$ cat src/rtl/req_ack_responder.sv
// Request/acknowledge responder: a one-cycle ack follows each accepted req rise by DELAY edges.
// If an ack cannot be issued when it comes due, it waits in a saturating pending counter.
module req_ack_responder #(
    parameter int DELAY    = 3,
    parameter int MAX_PEND = 8,
    parameter int PEND_W   = 4,
    parameter int CNT_W    = 16
) (
    input  logic              clk,
    input  logic              rst_n,
    input  logic              en,
    input  logic              req,
    input  logic              stall,
    output logic              ack,
    output logic              busy,
    output logic [PEND_W-1:0] pend_cnt,
    output logic              overflow,
    output logic [CNT_W-1:0]  ack_cnt
);
    localparam int STAGES = DELAY - 1;
    localparam logic [PEND_W-1:0] PEND_MAX = PEND_W'(MAX_PEND);

    logic              req_q;
    logic [STAGES-1:0] tok;
    logic              launch;
    logic              mature;
    logic              pend_empty;
    logic              pend_full;
    logic              drain;
    logic              direct;
    logic              defer;
    logic              issue;

    // A maturing token may take the ack slot only when nothing is queued ahead of it.
    // This keeps acks in order and guarantees ack is never high on two consecutive edges.
    assign launch     = en & req & ~req_q;
    assign mature     = tok[STAGES-1];
    assign pend_empty = (pend_cnt == '0);
    assign pend_full  = (pend_cnt == PEND_MAX);
    assign drain      = ~stall & ~pend_empty & ~ack;
    assign direct     = mature & ~stall & pend_empty & ~ack;
    assign defer      = mature & ~direct;
    assign issue      = drain | direct;

    assign busy = (|tok) | ~pend_empty | ack;

    always_ff @(posedge clk or negedge rst_n) begin
        if (!rst_n) begin
            req_q    <= 1'b0;
            tok      <= '0;
            ack      <= 1'b0;
            pend_cnt <= '0;
            overflow <= 1'b0;
            ack_cnt  <= '0;
        end else begin
            req_q  <= req;
            tok[0] <= launch;
            for (int i = 1; i < STAGES; i++) begin
                tok[i] <= tok[i-1];
            end

            ack <= issue;
            if (issue) begin
                ack_cnt <= ack_cnt + CNT_W'(1);
            end

            // A drain coinciding with a deferral frees the slot the new token takes.
            if (drain && !defer) begin
                pend_cnt <= pend_cnt - PEND_W'(1);
            end else if (defer && !drain) begin
                if (pend_full) begin
                    overflow <= 1'b1;
                end else begin
                    pend_cnt <= pend_cnt + PEND_W'(1);
                end
            end
        end
    end

endmodule

$ cat config.mk
export PLATFORM = sky130hd
export DESIGN_NAME = req_ack_responder
export DESIGN_NICKNAME = d
export VERILOG_FILES = /design/src/rtl/req_ack_responder.sv
export SDC_FILE = /design/constraint.sdc
export NUM_CORES = 1
export LEC_CHECK = 0
export BUFFER_PORTS_ARGS = -buffer_cell sky130_fd_sc_hd__buf_2
export CAP_MARGIN = 20
export CORE_MARGIN = 2
export CORE_UTILIZATION = 55
export CTS_BUF_LIST = sky130_fd_sc_hd__clkbuf_16
export CTS_CLUSTER_SIZE = 25
export DETAILED_ROUTE_END_ITERATION = 10
export PLACE_DENSITY = 0.81
export RECOVER_POWER = 100
export SYNTH_ARGS = -nofsm -noshare
export SYNTH_HDL_FRONTEND = slang
export SYNTH_SLANG_ARGS = --single-unit
$ cat constraint.sdc
create_clock -name clk -period 3.98 [get_ports clk]
set_clock_uncertainty 0.2 [all_clocks]
set_input_delay 0 -clock clk [delete_from_list [all_inputs] [get_ports clk]]
set_output_delay 0 -clock clk [all_outputs]
set_load 0.01 [all_outputs]
Word level (Yosys, flattened, before mapping)

Cells that the tools add are included.

Register bits: 25
Bits in latches: 0
Memory bits (writable): 0
Memory bits (read-only): 0
Bits of input ports: 5
Output and inout bits: 23
Logic and storage cells: 40
Memories: 0

Add/subtract/negate cells: 3
Multipliers: 0
Div/mod/pow operators: 0
Magnitude comparators: 0
Equal/unequal tests: 2
Shifts and indexed selects: 0
Multiplexer cells: 3
Bitwise logic cells: 17
Reduce and logical (&&, ||, !) cells: 9

Operators with widths:

| cell                    | count |
|---|---|
| $add A16 B1 Y16 const B | 1 |
| $mux W4                 | 3 |
| $and A1 B1 Y1           | 8 |
| $not A1 Y1              | 6 |
| $add A4 B1 Y4 const B   | 1 |
| $eq A4 B4 Y1 const B    | 1 |
| $logic_not A4 Y1        | 1 |
| $sub A4 B1 Y4 const B   | 1 |
| $or A1 B1 Y1            | 3 |
| $reduce_and A3 Y1       | 1 |
| $logic_and A1 B1 Y1     | 2 |
| $logic_not A1 Y1        | 2 |
| $ne A2 B1 Y1 const B    | 1 |
| $reduce_and A2 Y1       | 1 |
| $reduce_bool A2 Y1      | 1 |
| $reduce_or A2 Y1        | 1 |

Depth between registers and ports, before layout

Depth in word-level cells: 10
Mapped depth: 12
Mapped depth without buffers: 10

Worst setup path before layout

No wires, ideal clock.

Path type: flip-flop to flip-flop
Start point: register pend_cnt[0]
End point: register pend_cnt[2]
Setup time: 0.123 ns
Arrival time: 2.421 ns
Data required time: 3.657 ns
Path slack: 1.236 ns
Stages on the path, launching flop included: 13
Path buffers: 2
Clock period less this slack: 2.744 ns
Path through: dfrtp_1 clkbuf_2 or4_4 nand2_1 inv_1 ha_1 clkbuf_1 xor2_1 ha_1 a21oi_1 xnor2_1 nand2_1 xnor2_1

Cells in the longest elaborated chain, start to end: 9
Elaborated cells between the ends (all ways): 21
Classes of those cells: add/sub (2); eq/ne (2); mux (3); bitwise (7); reduce/logical (7)

Ends and longest elaborated chain:

| element                                                             | line | source |
|---|---|---|
| start, declared                                                     | 16   | `output logic [PEND_W-1:0] pend_cnt,` |
| start signal, assigned                                              | 69   | `pend_cnt <= pend_cnt - PEND_W'(1);` |
| start signal, assigned                                              | 74   | `pend_cnt <= pend_cnt + PEND_W'(1);` |
| $logic_not A4 Y1                                                    | 38   | `assign pend_empty = (pend_cnt == '0);` |
| $and A1 B1 Y1 (2 in series)                                         | 41   | `assign direct = mature & ~stall & pend_empty & ~ack;` |
| $not A1 Y1                                                          | 42   | `assign defer = mature & ~direct;` |
| $and A1 B1 Y1                                                       | 42   |  |
| $logic_not A1 Y1                                                    | 68   | `if (drain && !defer) begin` |
| $logic_and A1 B1 Y1                                                 | 68   |  |
| $ne A2 B1 Y1 (no line) / $reduce_bool A2 Y1 (equally long branches) | n/a  |  |
| $reduce_and A2 Y1 (no line)                                         | n/a  |  |

Parallel ways exist; a longest one is shown, timed or not. The select of a mux whose other input is x is not followed.
A chain may end at the register's enable or synchronous reset.

Worst setup path in the final report

Start point: register pend_cnt[1]
End point: register pend_cnt[3]

Same word-level chain as after synthesis.

==> metrics.txt <==
status finished clean; Max Freq 343 MHz; die height 51.6 µm; final WL approximately 2500 µm; Reg2Reg Launch Point pend_cnt[1]$_DFFE_PN0P_; core region area 2170 µm²; critical path type reg -> reg; IO Count 28; GRT Overall Usage 0.221; Worst Hold Path EP tok[1]$_DFF_PN0_; Post-Syn Area 1240 µm²; Finished Cell Area roughly 1400 µm²; post-synthesis cell count 108; RR Endpoint pend_cnt[3]$_DFFE_PN0P_; Mapped Nets 118; CP arrival 2.86 ns; Crit. Startpoint pend_cnt[1]$_DFFE_PN0P_; Final Hold Viols 0; clock latency at the later pin of the worst-skew pair 0.25 ns; Starting Density 0.574; fill count 203; crit path max fanout 10; Pre-Repair DR Iteration Count 4; pre-CTS setup slack approximately 1.1 ns; Switch Pwr 338 µW; Yosys reg bits 25; grt ovf 0; Syn. warnings 0; Slew HR 0.126; largest net degree at the start of global routing 26; die area 2660 µm²; Setup crit end kind flop; Reg2Reg Depth 8; syn_area_per_cell 11.5 µm²; Cell Rows 17; max-cap violations 0; Final WS setup 1.06 ns; sequential area share after synthesis 0.503; hold path startpoint tok[0]$_DFF_PN0_; # nets final 150; RSZ-0062 raised after global routing no; sw frac 0.368; Comb power frac 0.307; drc violations 0; utilization after layout 0.668; Final Max Tran Viols 0; part of the power in registers 0.456; ant diodes 0; Worst Tran Pin Value ~1.3 ns; Tmin final 2.92 ns; VDD IR-drop max 337 µV; DP Area 1390 µm²; Detail Route Antenna Nets 0; die span in x 51.6 µm; Synth area leader dfrtp_1; synth top area cells dfrtp_1 50%, xnor2_1 7.7%, ha_1 5.0%, xor2_1 4.9%, nand2_1 3.0%; WP data required 3.92 ns; post-DR wirelength/cell between 15 and 20 µm; Post-DP HPWL 1790 µm; Initial DRC Count 14; R2R Setup Slk 1.06 ns; leading cell type in the layout, fill and taps excluded dfrtp_1; vias in the first global route 945; H-tree Lvls 1; commonest cells after routing, fill and taps aside 25 x dfrtp_1, 24 x clkbuf_1, 11 x xnor2_1; TritonCTS buffer count 3; P per Cell Area 635 nW/µm²; gpl congestion 0.780; Clock Tree Root clkbuf_16; CTS tree yes; postcts setup bufs 0; vias per cell 5.75; initial antenna violation count 0; Hold Path Stages 0; clk buf depth 2; Syn-to-layout area delta 16.4%; setup tns final 0 ns; Clk pwr share 0.237; first-pass GRT wire length 4350 µm; post-synth cell types 34; CTS Sinks 25; Port Buffers 27; Hold WC Path Type reg -> reg; LEAKAGE 0.657 nW; Yosys top cell area share 0.503; clock transition at the registers of the reported paths 0.06 ns; Final setup viols 0; share of layout cells above drive strength 1 0.0719; Internal Pwr Total 581 µW; Critical Path Start Type flop; final period utilization 0.733; via total after detailed routing a little under 1000
[power groups by stage]
stage	combinational [mW]	clock, mW	sequential [mW]
6_report	0.282	0.218	0.420
5_1_grt	0.316	0.231	0.434
4_1_cts	0.323	0.224	0.416
3_5_place_dp	0.316	0	0.420
3_3_place_gp	0.305	0	0.411
2_1_floorplan	0.233	0	0.405
[per-stage QoR]
stage / hold slack, ns / total power, mW / instances
after detailed placement: -0.176 / 0.736 / 159
after CTS: 0.0873 / 0.964 / 167
after floorplan: -0.496 / 0.638 / 108
after global routing: 0.191 / 0.981 / 167
after global placement: -0.187 / 0.716 / 159
final: 0.178 / 0.919 / 167
[cell families after synthesis]
group                    after synthesis  synth area share
AO/OA/AOI/OAI                         10            0.0804
XOR/XNOR                              18             0.127
adder cells (fa/ha/maj)                5            0.0503
buffers and inverters                  7            0.0311
flip-flops                            25             0.503
multiplexers                           3            0.0301
AND/OR/NAND/NOR                       40             0.179
[layout make-up]
type | instances | area, µm² | share of cell area
clock inverter | 1 | 5.00 | 0.00345
multi-input combinational | 76 | 552 | 0.381
timing repair buffer | 31 | 145 | 0.100
sequential | 25 | 626 | 0.432
clock buffer | 3 | 75.1 | 0.0518
inverter | 3 | 11.3 | 0.00777
tap | 28 | 35.0 | 0.0242
[how the worst max path moves through the flow]
stage | endpoint | slack (ns) | cells after the start
after detailed placement | pend_cnt[3]$_DFFE_PN0P_ | 1.13 | 8
after global placement | pend_cnt[2]$_DFFE_PN0P_ | 1.27 | 10
after floorplan | pend_cnt[2]$_DFFE_PN0P_ | 1.24 | 12
final | pend_cnt[3]$_DFFE_PN0P_ | 1.06 | 8
after global routing | pend_cnt[2]$_DFFE_PN0P_ | 0.95 | 10
after CTS | pend_cnt[3]$_DFFE_PN0P_ | 1.12 | 8
[metal layers]
| metal | share of wire | global-route usage | up-vias | routed length [µm] |
|---|---|---|---|---|
| met5 | 0 | 0 | - | 0 |
| met4 | 0.025 | 0.101 | 0 | 63 |
| met3 | 0.037 | 0.0259 | 8 | 94 |
| met2 | 0.52 | 0.385 | 25 | 1300 |
| met1 | 0.42 | 0.277 | 480 | 1050 |
| li1 | - | - | 448 | - |
[synth_stat cells]
cell type   n
a41o_1      1
buf_6       1
clkbuf_2    1
nor4_1      2
buf_4       1
a21oi_1     2
nand2b_1    1
and4_1      2
o211a_1     1
dfrtp_1    25
xor2_1      7
ha_1        5
nor4bb_1    1
o41ai_1     1
and3_1      1
nand3_1     4
o21a_4      1
a31oi_1     1
or4_1       1
clkbuf_1    1
mux2_2      2
nand4_1     6
a211o_2     1
mux2_4      1
or4_4       1
inv_1       3
nand2_1    10
nor3_1      3
o211ai_4    1
nor2_1      5
xnor2_1    11
nor3b_1     2
a41oi_1     1
nand3b_1    1
[sequential cells by signal (all words and copies together), names as in the netlist]
name and count:
pend_cnt 4, req_q 1, ack 1, tok 2, overflow 1, ack_cnt 16
[what timing repair did]
| item | 4_1_cts | 5_1_grt |
|---|---|---|
| gates resized for setup | 0 | 0 |
| hold endpoints to repair | 29 | 0 |
| hold buffers | 4 | 0 |
[worst max-delay path, stage by stage, from the launching register on]
cell	delay, ns
dfrtp_1	0.50
or4_1	0.65
nand2_1	0.12
inv_1	0.06
ha_1	0.24
nand3b_1	0.18
a211o_2	0.31
a21oi_1	0.18
mux2_2	0.36
(Power assumes the default switching activity.)
